===== config.mk =====
export PLATFORM = sky130hd
export DESIGN_NAME = fp_normalize_stage
export DESIGN_NICKNAME = d
export VERILOG_FILES = /design/src/rtl/fp_pkg.sv /design/src/rtl/fp_leading_zero_count.sv /design/src/rtl/fp_normalize_stage.sv
export SDC_FILE = /design/constraint.sdc
export NUM_CORES = 1
export LEC_CHECK = 0
export BUFFER_PORTS_ARGS = -buffer_cell sky130_fd_sc_hd__buf_2
export CORE_MARGIN = 2
export CORE_UTILIZATION = 34
export CTS_CLUSTER_DIAMETER = 200
export DETAILED_ROUTE_END_ITERATION = 12
export GPL_TIMING_DRIVEN = 0
export PLACE_DENSITY = 0.48
export SYNTH_ARGS = -nofsm -noshare
export SYNTH_HDL_FRONTEND = slang
export SYNTH_HIERARCHICAL = 1
export SYNTH_SLANG_ARGS = --single-unit

===== constraint.sdc =====
create_clock -name clk -period 3.6 [get_ports clk]
set_input_delay 0.72 -clock clk [delete_from_list [all_inputs] [get_ports clk]]
set_output_delay 0.72 -clock clk [all_outputs]
set_load 0.005 [all_outputs]

===== src/rtl/fp_pkg.sv =====
// fp_pkg: shared floating-point constants and the normalize stage-A register bundle.
package fp_pkg;
   localparam int FP_EXPONENT_WIDTH = 8;
   localparam int FP_SIGNIFICAND_WIDTH = 23;
   localparam int FP_LZ_WIDTH = $clog2(FP_SIGNIFICAND_WIDTH + 2);
   localparam logic [FP_EXPONENT_WIDTH-1:0] FP_EXP_ALL_ONES = '1;
   localparam logic [FP_SIGNIFICAND_WIDTH-1:0] FP_QNAN_FRACTION = {1'b1, {(FP_SIGNIFICAND_WIDTH-1){1'b0}}};
   typedef struct packed {
      logic sign;
      logic [FP_SIGNIFICAND_WIDTH+1:0] magnitude;
      logic [FP_LZ_WIDTH-1:0] lz;
      logic [FP_EXPONENT_WIDTH-1:0] exponent;
      logic is_inf;
      logic is_nan;
      logic inf_sign;
      logic valid;
   } fp_stage_a_t;
endpackage


===== src/rtl/fp_leading_zero_count.sv =====
// fp_leading_zero_count: combinational priority encoder counting leading zeros from the MSB.
module fp_leading_zero_count #(
   parameter int WIDTH = 24
) (
   input  logic [WIDTH-1:0]         value,
   output logic [$clog2(WIDTH+1)-1:0] count
);
   localparam int CW = $clog2(WIDTH + 1);
   always_comb begin
      count = CW'(WIDTH);
      for (int i = 0; i < WIDTH; i++)
         if (value[i]) count = CW'(WIDTH - 1 - i);
   end
endmodule


===== src/rtl/fp_normalize_stage.sv =====
// fp_normalize_stage: two-stage pipeline turning an aligned two's-complement sum into a packed IEEE-754 word.
module fp_normalize_stage
   import fp_pkg::*;
#(
   parameter int EXPONENT_WIDTH = FP_EXPONENT_WIDTH,
   parameter int SIGNIFICAND_WIDTH = FP_SIGNIFICAND_WIDTH,
   parameter int TOTAL_WIDTH = 1 + EXPONENT_WIDTH + SIGNIFICAND_WIDTH
) (
   input  logic                         clk,
   input  logic                         reset,
   input  logic                         stall_i,
   input  logic                         valid_i,
   input  logic [SIGNIFICAND_WIDTH+2:0] significand_i,
   input  logic [EXPONENT_WIDTH-1:0]    exponent_i,
   input  logic                         result_is_inf_i,
   input  logic                         result_is_nan_i,
   input  logic                         inf_sign_i,
   output logic                         valid_o,
   output logic [TOTAL_WIDTH-1:0]       result_o
);
   localparam int EW = EXPONENT_WIDTH;
   localparam int SW = SIGNIFICAND_WIDTH;
   localparam int LW = $clog2(SW + 2);
   localparam logic [EW-1:0] EXP_ONES = '1;
   localparam logic [SW-1:0] QNAN_FRAC = {1'b1, {(SW-1){1'b0}}};
   typedef struct packed {
      logic sign;
      logic [SW+1:0] magnitude;
      logic [LW-1:0] lz;
      logic [EW-1:0] exponent;
      logic is_inf;
      logic is_nan;
      logic inf_sign;
      logic valid;
   } stage_a_t;
   stage_a_t a, a_d;
   logic [SW+1:0] magnitude;
   logic [LW-1:0] lz;
   logic [EW:0] exp_ext, exp_inc, lz_ext;
   logic [EW-1:0] exp_dec;
   logic [SW-1:0] shifted;
   logic [TOTAL_WIDTH-1:0] result_d;
   assign magnitude = (SW+2)'(significand_i[SW+2] ? -significand_i : significand_i);
   fp_leading_zero_count #(.WIDTH(SW + 1)) u_lzc (
      .value(magnitude[SW:0]),
      .count(lz)
   );
   always_comb begin
      a_d.sign = significand_i[SW+2];
      a_d.magnitude = magnitude;
      a_d.lz = lz;
      a_d.exponent = exponent_i;
      a_d.is_inf = result_is_inf_i;
      a_d.is_nan = result_is_nan_i;
      a_d.inf_sign = inf_sign_i;
      a_d.valid = valid_i;
   end
   always_ff @(posedge clk)
      if (reset) a <= '0;
      else if (!stall_i) a <= a_d;
   // Exponents widened by one bit so exp+1 and the exp <= lz flush test never wrap.
   always_comb begin
      exp_ext = {1'b0, a.exponent};
      exp_inc = exp_ext + 1'b1;
      lz_ext = (EW+1)'(a.lz);
      exp_dec = a.exponent - EW'(a.lz);
      shifted = SW'(a.magnitude[SW:0] << a.lz);
      result_d = a.is_nan ? {1'b0, EXP_ONES, QNAN_FRAC}
               : a.is_inf ? {a.inf_sign, EXP_ONES, {SW{1'b0}}}
               : a.magnitude == '0 ? '0
               : a.magnitude[SW+1] ? (exp_inc == {1'b0, EXP_ONES} ? {a.sign, EXP_ONES, {SW{1'b0}}}
                                                                  : {a.sign, exp_inc[EW-1:0], a.magnitude[SW:1]})
               : exp_ext <= lz_ext ? {a.sign, {(EW+SW){1'b0}}}
               : {a.sign, exp_dec, shifted};
   end
   always_ff @(posedge clk)
      if (reset) begin
         valid_o <= 1'b0;
         result_o <= '0;
      end else if (!stall_i) begin
         valid_o <= a.valid;
         result_o <= result_d;
      end
endmodule


==> results of run 1 <==
## through the flow
step	instance area, um^2	total power [mW]	setup TNS, ns	setup slack [ns]
finish	6400	2.48	0	0.185
global route	6400	2.58	0	0.000556
CTS	6380	2.48	0	0.0902
detailed placement	6090	1.57	-4.31	-0.510
global placement	6090	1.57	-5.33	-0.560
floorplan	5470	1.36	0	0.350
## routing by layer
layer	vias up	GRT usage, %	part of all wire, %
met3	31	2.81	5.3
met5	-	0	0
met4	0	9.89	3.0
met2	187	35.7	44
li1	2691	-	-
met1	2641	33.2	48
## sequential cells by signal (all words and copies together), names as in the netlist
signal    flops
a            43
result_o     32
valid_o       1
## critical path: stages, from the launching register on
cell and delay [ns]:
dfxtp_1 0.54, clkinvlp_4 0.28, ha_1 0.34, buf_1 0.33, or4_1 0.20, o32a_1 0.18, o211ai_1 0.30, or4_4 0.63
or4_1 0.46, nand2_1 0.09
## timing repair
item	in CTS	in global routing
setup endpoints to repair	22	7
resized for setup	2	5
hold buffers	0	0
## cells in the final DEF (no fill, tap or decap), drive strengths merged, types with 8 or more instances in the layout
cell,count
nor4,13
xnor2,28
mux2i,53
o31ai,12
clkbuf,51
nand3,14
nor3,16
dfxtp,76
a31oi,8
buf,77
a211oi,8
or3,8
inv,16
nand2,75
a22oi,16
o21ai,50
mux4,13
a21oi,49
ha,8
or4,9
nor2,62
## final cells by class
cell class / instances / share of cell area (%)
plain buffers: 49 / 3.11
clock buffers: 9 / 3.52
clock inverters: 7 / 0.998
inverters: 15 / 0.959
multi-input cells: 536 / 57.9
flip-flops and latches: 76 / 23.8
well taps: 216 / 4.23
repair buffers: 70 / 5.48
## cell families after synthesis
| kind of cell | synth area share [%] |
|---|---|
| and+or+nand+nor | 19.8 |
| muxes | 16.5 |
| xor gates and xnor gates | 4.80 |
| buffers and inverters | 4.73 |
| AOI/OAI and AO/OA | 24.2 |
| DFF | 27.8 |
| adders and majority gates | 2.19 |
## final timing paths
kind,end,slack (ns),depth (start not counted)
max,result_o[0],0.19,9
min,result_o[9],0.46,2
max reg2reg,result_o[0],0.19,9
min reg2reg,result_o[9],0.46,2
## power by group through the flow
stage                     clock [mW]  sequential [mW]  combinational, mW
after floorplan                    0            0.949              0.413
after global placement             0            0.974              0.596
after detailed placement           0            0.975              0.597
after CTS                      0.927            0.956              0.598
after global routing           0.954            0.965              0.665
final                          0.914            0.958              0.603
==> flow_summary.rst, run 1 <==
.. list-table::
   :header-rows: 1

   * - Metric
     - Value
   * - Biggest area contributors in the synthesized netlist
     - dfxtp_1 (28%), mux2i_1 (9.7%), mux4_2 (5.3%)
   * - Mapped Cells
     - 678
   * - Worst-case clock buffer depth
     - 2
   * - Total global routing overflow
     - 0
   * - Fraction of post-synthesis cell area in the top cell type by area
     - 27.8%
   * - Share of power burned in registers
     - 38.7%
   * - Synthesized flop and latch total
     - 76
   * - Critical Setup Path Class
     - register to register
   * - Setup skew after layout
     - 0.00933 ns
   * - Power density over the cells
     - 387 nW/um^2
   * - Area growth syn-to-layout
     - 16.8%
   * - Biggest fanout along the worst timing path
     - 10
   * - Most frequent cells after synthesis
     - dfxtp_1 (76), nand2_1 (75), nor2_1 (62), mux2i_1 (53)
   * - DR WL/cell
     - 19.8 um
   * - Maximum vdd drop
     - 0.227 mV
   * - Distinct cells, synth
     - 68
   * - Final-layout worst hold slack
     - 0.464 ns
   * - Area used by multi-input combinational logic
     - 3700 um^2
   * - Cts bufs inserted
     - 9
   * - Number of cells in the finished layout apart from fillers
     - 978
   * - Floorplan core area
     - 15,800 um^2
   * - DR DRC count
     - 0
   * - Leakage dissipation
     - 2.36 nW
   * - Antenna diode instance count
     - 0
   * - Finished Core Util
     - 40.4%
   * - Die extent in y
     - 131 um
   * - Internal power
     - 1.62 mW
   * - Top_reg_cell synth
     - dfxtp_1
   * - I/O pin total
     - 74
   * - Row count
     - 46
   * - Iteration-0 DRC count of the detailed router
     - 472
   * - Number of violations of the max-capacitance limit
     - 0
   * - Port buffer count
     - 70
   * - Root buffer cell
     - clkbuf_16
   * - Reg area
     - 1520 um^2
   * - Highest attainable clock frequency
     - 293 MHz
   * - Setup-failing EPs final
     - 0
   * - Worst Hold Launch
     - result_o[9]
   * - Deepest level of the CTS H-tree
     - 3
   * - Most repeated cell in the gate-level netlist after synthesis
     - dfxtp_1
   * - Placed insts
     - 964
   * - Period utilization
     - 94.8%
   * - Net Count, Synth
     - 728
   * - Netlist area before placement
     - 5470 um^2
   * - Fin nets
     - 807
   * - Fraction of layout instances using a drive strength above 1
     - 17.1%
   * - Reg2Reg Launch Point
     - a[16]
   * - Unrepaired setup endpoints after global routing
     - false
   * - Routed vias/inst
     - 5.67
   * - Clock latency on the worst-skew pair
     - 0.36 ns
   * - Post-synth EDFFs
     - 0
   * - Path category of the worst min-delay check
     - register to register
   * - Critical path data arrival time
     - 3.71 ns
   * - Cell type contributing the most total cell area after synthesis
     - dfxtp_1
   * - Max-slew violation count
     - 0
   * - Placer's final routability congestion estimate
     - 0.941
   * - Final-layout fill cell count
     - 1,661
   * - Count of synthesis-stage warnings from yosys
     - 6
   * - Count of final hold-check violations
     - 0
   * - Post-synthesis async set-or-reset flop share
     - 0%
   * - Worst-case headroom to the max-slew limit
     - 44.6%
   * - Vias in the first global route
     - 5,360
   * - Run status
     - complete, no violations
   * - Sum of routed wire length over all layers
     - 19,400 um
   * - Nature of the critical path endpoint
     - register
   * - Clock network power share
     - 36.9%
   * - CTS tree
     - yes
   * - Clock sink total
     - 76
   * - Starting density of the core
     - 34.6%
   * - Net switching power of the design
     - 0.854 mW
   * - Clk pin slew, worst setup/hold paths
     - 0.07 ns
   * - Worst-Margin Slew
     - 0.828 ns
   * - DR pass1 iterations
     - 5
   * - Mean instance size in the synthesized netlist
     - 8.07 um^2
   * - Req. time, crit path
     - 3.90 ns
   * - Sort of element at the start of the critical path
     - register
   * - Placed wire-length estimate
     - 15,000 um
   * - DR vias
     - 5,550
   * - Antenna violations before repair
     - 0
   * - Buffer count from post-CTS setup fixing
     - 0
   * - ANT nets after route
     - 0
   * - Source of the critical timing path
     - a[16]
   * - Largest net degree at the start of global routing
     - 20
   * - First-pass GRT wire length
     - 30,300 um
   * - Total GRT Usage
     - 23.3%
   * - Comb pwr share
     - 24.4%
   * - Net switching share of the total power
     - 34.5%
   * - Fraction of the yosys area taken by sequential cells
     - 27.8%
   * - Die extent in x
     - 131 um
   * - Min Clock Period, post-route
     - 3.41 ns
   * - Die area
     - 17,100 um^2
No activity file was read; power rests on OpenSTA's default activity.
==> run 2, diff against run 1 <==
--- a/config.mk
+++ b/config.mk
@@ -14,5 +14,4 @@
 export PLACE_DENSITY = 0.48
 export SYNTH_ARGS = -nofsm -noshare
 export SYNTH_HDL_FRONTEND = slang
-export SYNTH_HIERARCHICAL = 1
 export SYNTH_SLANG_ARGS = --single-unit
==> flow_summary.rst, run 2 <==
.. list-table::
   :header-rows: 1

   * - Metric
     - Value
   * - Setup skew after layout
     - 0.00973 ns
   * - Power density over the cells
     - 375 nW/um^2
   * - Post-synth EDFFs
     - 0
   * - Fraction of layout instances using a drive strength above 1
     - 17.4%
   * - Share of power burned in registers
     - 39.0%
   * - Fraction of post-synthesis cell area in the top cell type by area
     - 26.8%
   * - Placer's final routability congestion estimate
     - 0.963
   * - Net Count, Synth
     - 770
   * - Highest attainable clock frequency
     - 296 MHz
   * - Cts bufs inserted
     - 9
   * - Net switching power of the design
     - 0.832 mW
   * - Internal power
     - 1.63 mW
   * - Worst path most repeated cell
     - o21a_1
   * - Root buffer cell
     - clkbuf_16
   * - Antenna diode instance count
     - 0
   * - Final-layout worst hold slack
     - 0.445 ns
   * - Max-slew violation count
     - 0
   * - Run status
     - complete, no violations
   * - Worst-case headroom to the max-slew limit
     - 41.4%
   * - Number of cells on the critical path
     - 11
   * - Leakage dissipation
     - 2.53 nW
   * - Clk pin slew, worst setup/hold paths
     - 0.06 ns
   * - Largest net degree at the start of global routing
     - 14
   * - Source of the critical timing path
     - a[13]
   * - Mapped Cells
     - 719
   * - Reg2Reg Launch Point
     - a[13]
   * - Biggest area contributors in the synthesized netlist
     - dfxtp_1 (27%), mux2i_1 (6.5%), nor2_1 (6.1%)
   * - DR WL/cell
     - 19.0 um
   * - Worst Reg2Reg Path Length in Cells
     - 11
   * - Req. time, crit path
     - 3.82 ns
   * - Clock network power share
     - 34.1%
   * - DR vias
     - 5,733
   * - DR pass1 iterations
     - 5
   * - CTS tree
     - yes
   * - Critical Setup Path Class
     - register to register
   * - First-pass GRT wire length
     - 30,500 um
   * - Delay of the slowest cell on the worst path
     - 0.46 ns
   * - Total global routing overflow
     - 0
   * - Post-synthesis async set-or-reset flop share
     - 0%
   * - Crit-path cells
     - buf_2 -> inv_1 -> fa_1 -> a21o_1 -> a21oi_1 -> o21a_1 -> o21a_1 -> nor3_2 -> clkbuf_1 -> a22oi_1 -> o21ai_0
   * - Floorplan core area
     - 16,500 um^2
   * - Worst-case clock buffer depth
     - 2
   * - Maximum vdd drop
     - 0.171 mV
   * - Worst reg2reg endpoint
     - result_o[7]
   * - Hold path cells
     - 2
   * - Number of violations of the max-capacitance limit
     - 0
   * - Clock latency on the worst-skew pair
     - 0.35 ns
   * - Net switching share of the total power
     - 33.9%
   * - Pwr Total
     - 2.46 mW
   * - Die extent in x
     - 133 um
   * - Crit path max-delay cell type
     - dfxtp_2
   * - Area growth syn-to-layout
     - 15.4%
   * - Fin nets
     - 844
   * - Clock sink total
     - 76
   * - Die extent in y
     - 133 um
   * - Vias in the first global route
     - 5,424
   * - End of the critical path
     - result_o[7]
   * - Worst-Margin Slew
     - 0.880 ns
   * - Placed wire-length estimate
     - 15,300 um
   * - DR DRC count
     - 0
   * - Most frequent cells in the layout
     - nor2_1 (93), dfxtp_1 (75), nand2_1 (73)
   * - Mean instance size in the synthesized netlist
     - 7.90 um^2
   * - Comb pwr share
     - 26.8%
   * - Number of cells in the finished layout apart from fillers
     - 1,017
   * - Most repeated cell in the gate-level netlist after synthesis
     - nor2_1
   * - Most frequent cells after synthesis
     - nor2_1 (93), dfxtp_1 (76), nand2_1 (73), o21ai_0 (53), a21oi_1 (48)
   * - Critical path data arrival time
     - 3.59 ns
   * - Iteration-0 DRC count of the detailed router
     - 411
   * - Deepest level of the CTS H-tree
     - 3
   * - Most flops, register
     - a
   * - Most common cell after layout, fill and taps aside
     - nor2_1
   * - Port buffer count
     - 65
   * - Max FFs per register
     - 43
   * - Number of hold-repair buffers added at the cts stage
     - 0
   * - Cell type contributing the most total cell area after synthesis
     - dfxtp_1
   * - Register-to-register path setup slack
     - 0.23 ns
   * - Setup-failing EPs final
     - 0
   * - Placed insts
     - 1,004
   * - Count of final hold-check violations
     - 0
   * - Synthesized flop and latch total
     - 76
   * - Biggest fanout along the worst timing path
     - 10
   * - Routed vias/inst
     - 5.64
   * - Min Clock Period, post-route
     - 3.37 ns
   * - Antenna violations before repair
     - 0
   * - Area used by multi-input combinational logic
     - 3830 um^2
   * - Buffers & Inverters on Critical Path
     - 3
   * - Nature of the critical path endpoint
     - register
   * - I/O pin total
     - 74
   * - Reg area
     - 1520 um^2
   * - Starting density of the core
     - 34.5%
   * - Count of synthesis-stage warnings from yosys
     - 0
   * - Sum of routed wire length over all layers
     - 19,300 um
   * - Netlist area before placement
     - 5680 um^2
   * - Biggest regs
     - a: 43 flops, result_o: 32 flops, valid_o: 1 flops
   * - Sort of element at the start of the critical path
     - register
   * - Final-layout fill cell count
     - 1,780
   * - Path category of the worst min-delay check
     - register to register
   * - Die area
     - 17,700 um^2
   * - Row count
     - 47
   * - Top Family by Delay on Critical Path
     - compound AO/OA/AOI/OAI gates
   * - Distinct cells, synth
     - 72
   * - Buffer count from post-CTS setup fixing
     - 0
   * - Unrepaired setup endpoints after global routing
     - false
   * - Period utilization
     - 93.7%
   * - Fraction of the yosys area taken by sequential cells
     - 26.8%
   * - ANT nets after route
     - 0
   * - Total GRT Usage
     - 21.8%
   * - Top_reg_cell synth
     - dfxtp_1
## run 2: worst register-to-register path, delay by kind of cell (launching register included)
kind                       cells  cell delay (ns)
DFF                            1             0.46
and+or+nand+nor                1             0.17
AOI/OAI and AO/OA              6             1.40
buffers and inverters          3             0.76
adders and majority gates      1             0.46
## run 2: repair_timing
action	CTS	global route
pin swaps	0	0
endpoints found under the setup margin	20	12
gates resized for setup	2	3
## run 2: metal layers
layer	routed length [um]	vias up	share of wire (%)	GRT usage, %
met3	737	35	3.8	2.28
met2	9220	171	48	36.3
met5	0	-	0	0
met1	8920	2747	46	29.4
met4	400	0	2.1	7.92
li1	-	2780	-	-
## run 2: cell families (layout without fill, tap and decap cells)
logic type	count (synthesis)	count (layout)	share of synthesized area, %
AND/OR/NAND/NOR	255	255	21.6
flip-flops	76	76	26.8
adder cells (fa/ha/maj)	10	10	2.34
multiplexers	63	63	14.5
AO/OA/AOI/OAI	205	205	23.9
XOR/XNOR	32	32	4.94
buffers and inverters	78	156	5.99
## run 2: final cells by class
class                      count  area share, %
tap                          220           4.20
clock inverter                 6          0.630
inverter                      21           1.20
timing repair buffer          65           4.97
multi-input combinational    565           58.4
sequential                    76           23.2
buffer                        55           3.90
clock buffer                   9           3.44
## run 2: worst min path at each step
| stage | from | endpoint | slack [ns] |
|---|---|---|---|
| floorplan | result_o[2] | result_o[2] | 0.45 |
| global placement | result_o[5] | result_o[5] | 0.43 |
| detailed placement | result_o[14] | result_o[14] | 0.44 |
| CTS | result_o[14] | result_o[14] | 0.45 |
| global route | result_o[14] | result_o[14] | 0.47 |
| finish | result_o[0] | result_o[0] | 0.45 |
## run 2: power by group through the flow
stage	Sequential, mW	Clock [mW]	Combinational, mW
after floorplan	0.953	0	0.459
after global placement	0.974	0	0.653
after detailed placement	0.975	0	0.656
after CTS	0.958	0.856	0.658
after global routing	0.967	0.887	0.727
final	0.960	0.839	0.660
## run 2: per-stage QoR
stage	worst slack, ns	TNS, ns	utilization [%]	instance area (um^2)
floorplan	0.662	0	-	5680
global placement	-0.344	-3.24	38.1	6280
detailed placement	-0.350	-3.54	38.1	6280
CTS	0.0934	0	39.8	6550
global route	0.0254	0	39.8	6550
finish	0.226	0	39.8	6550
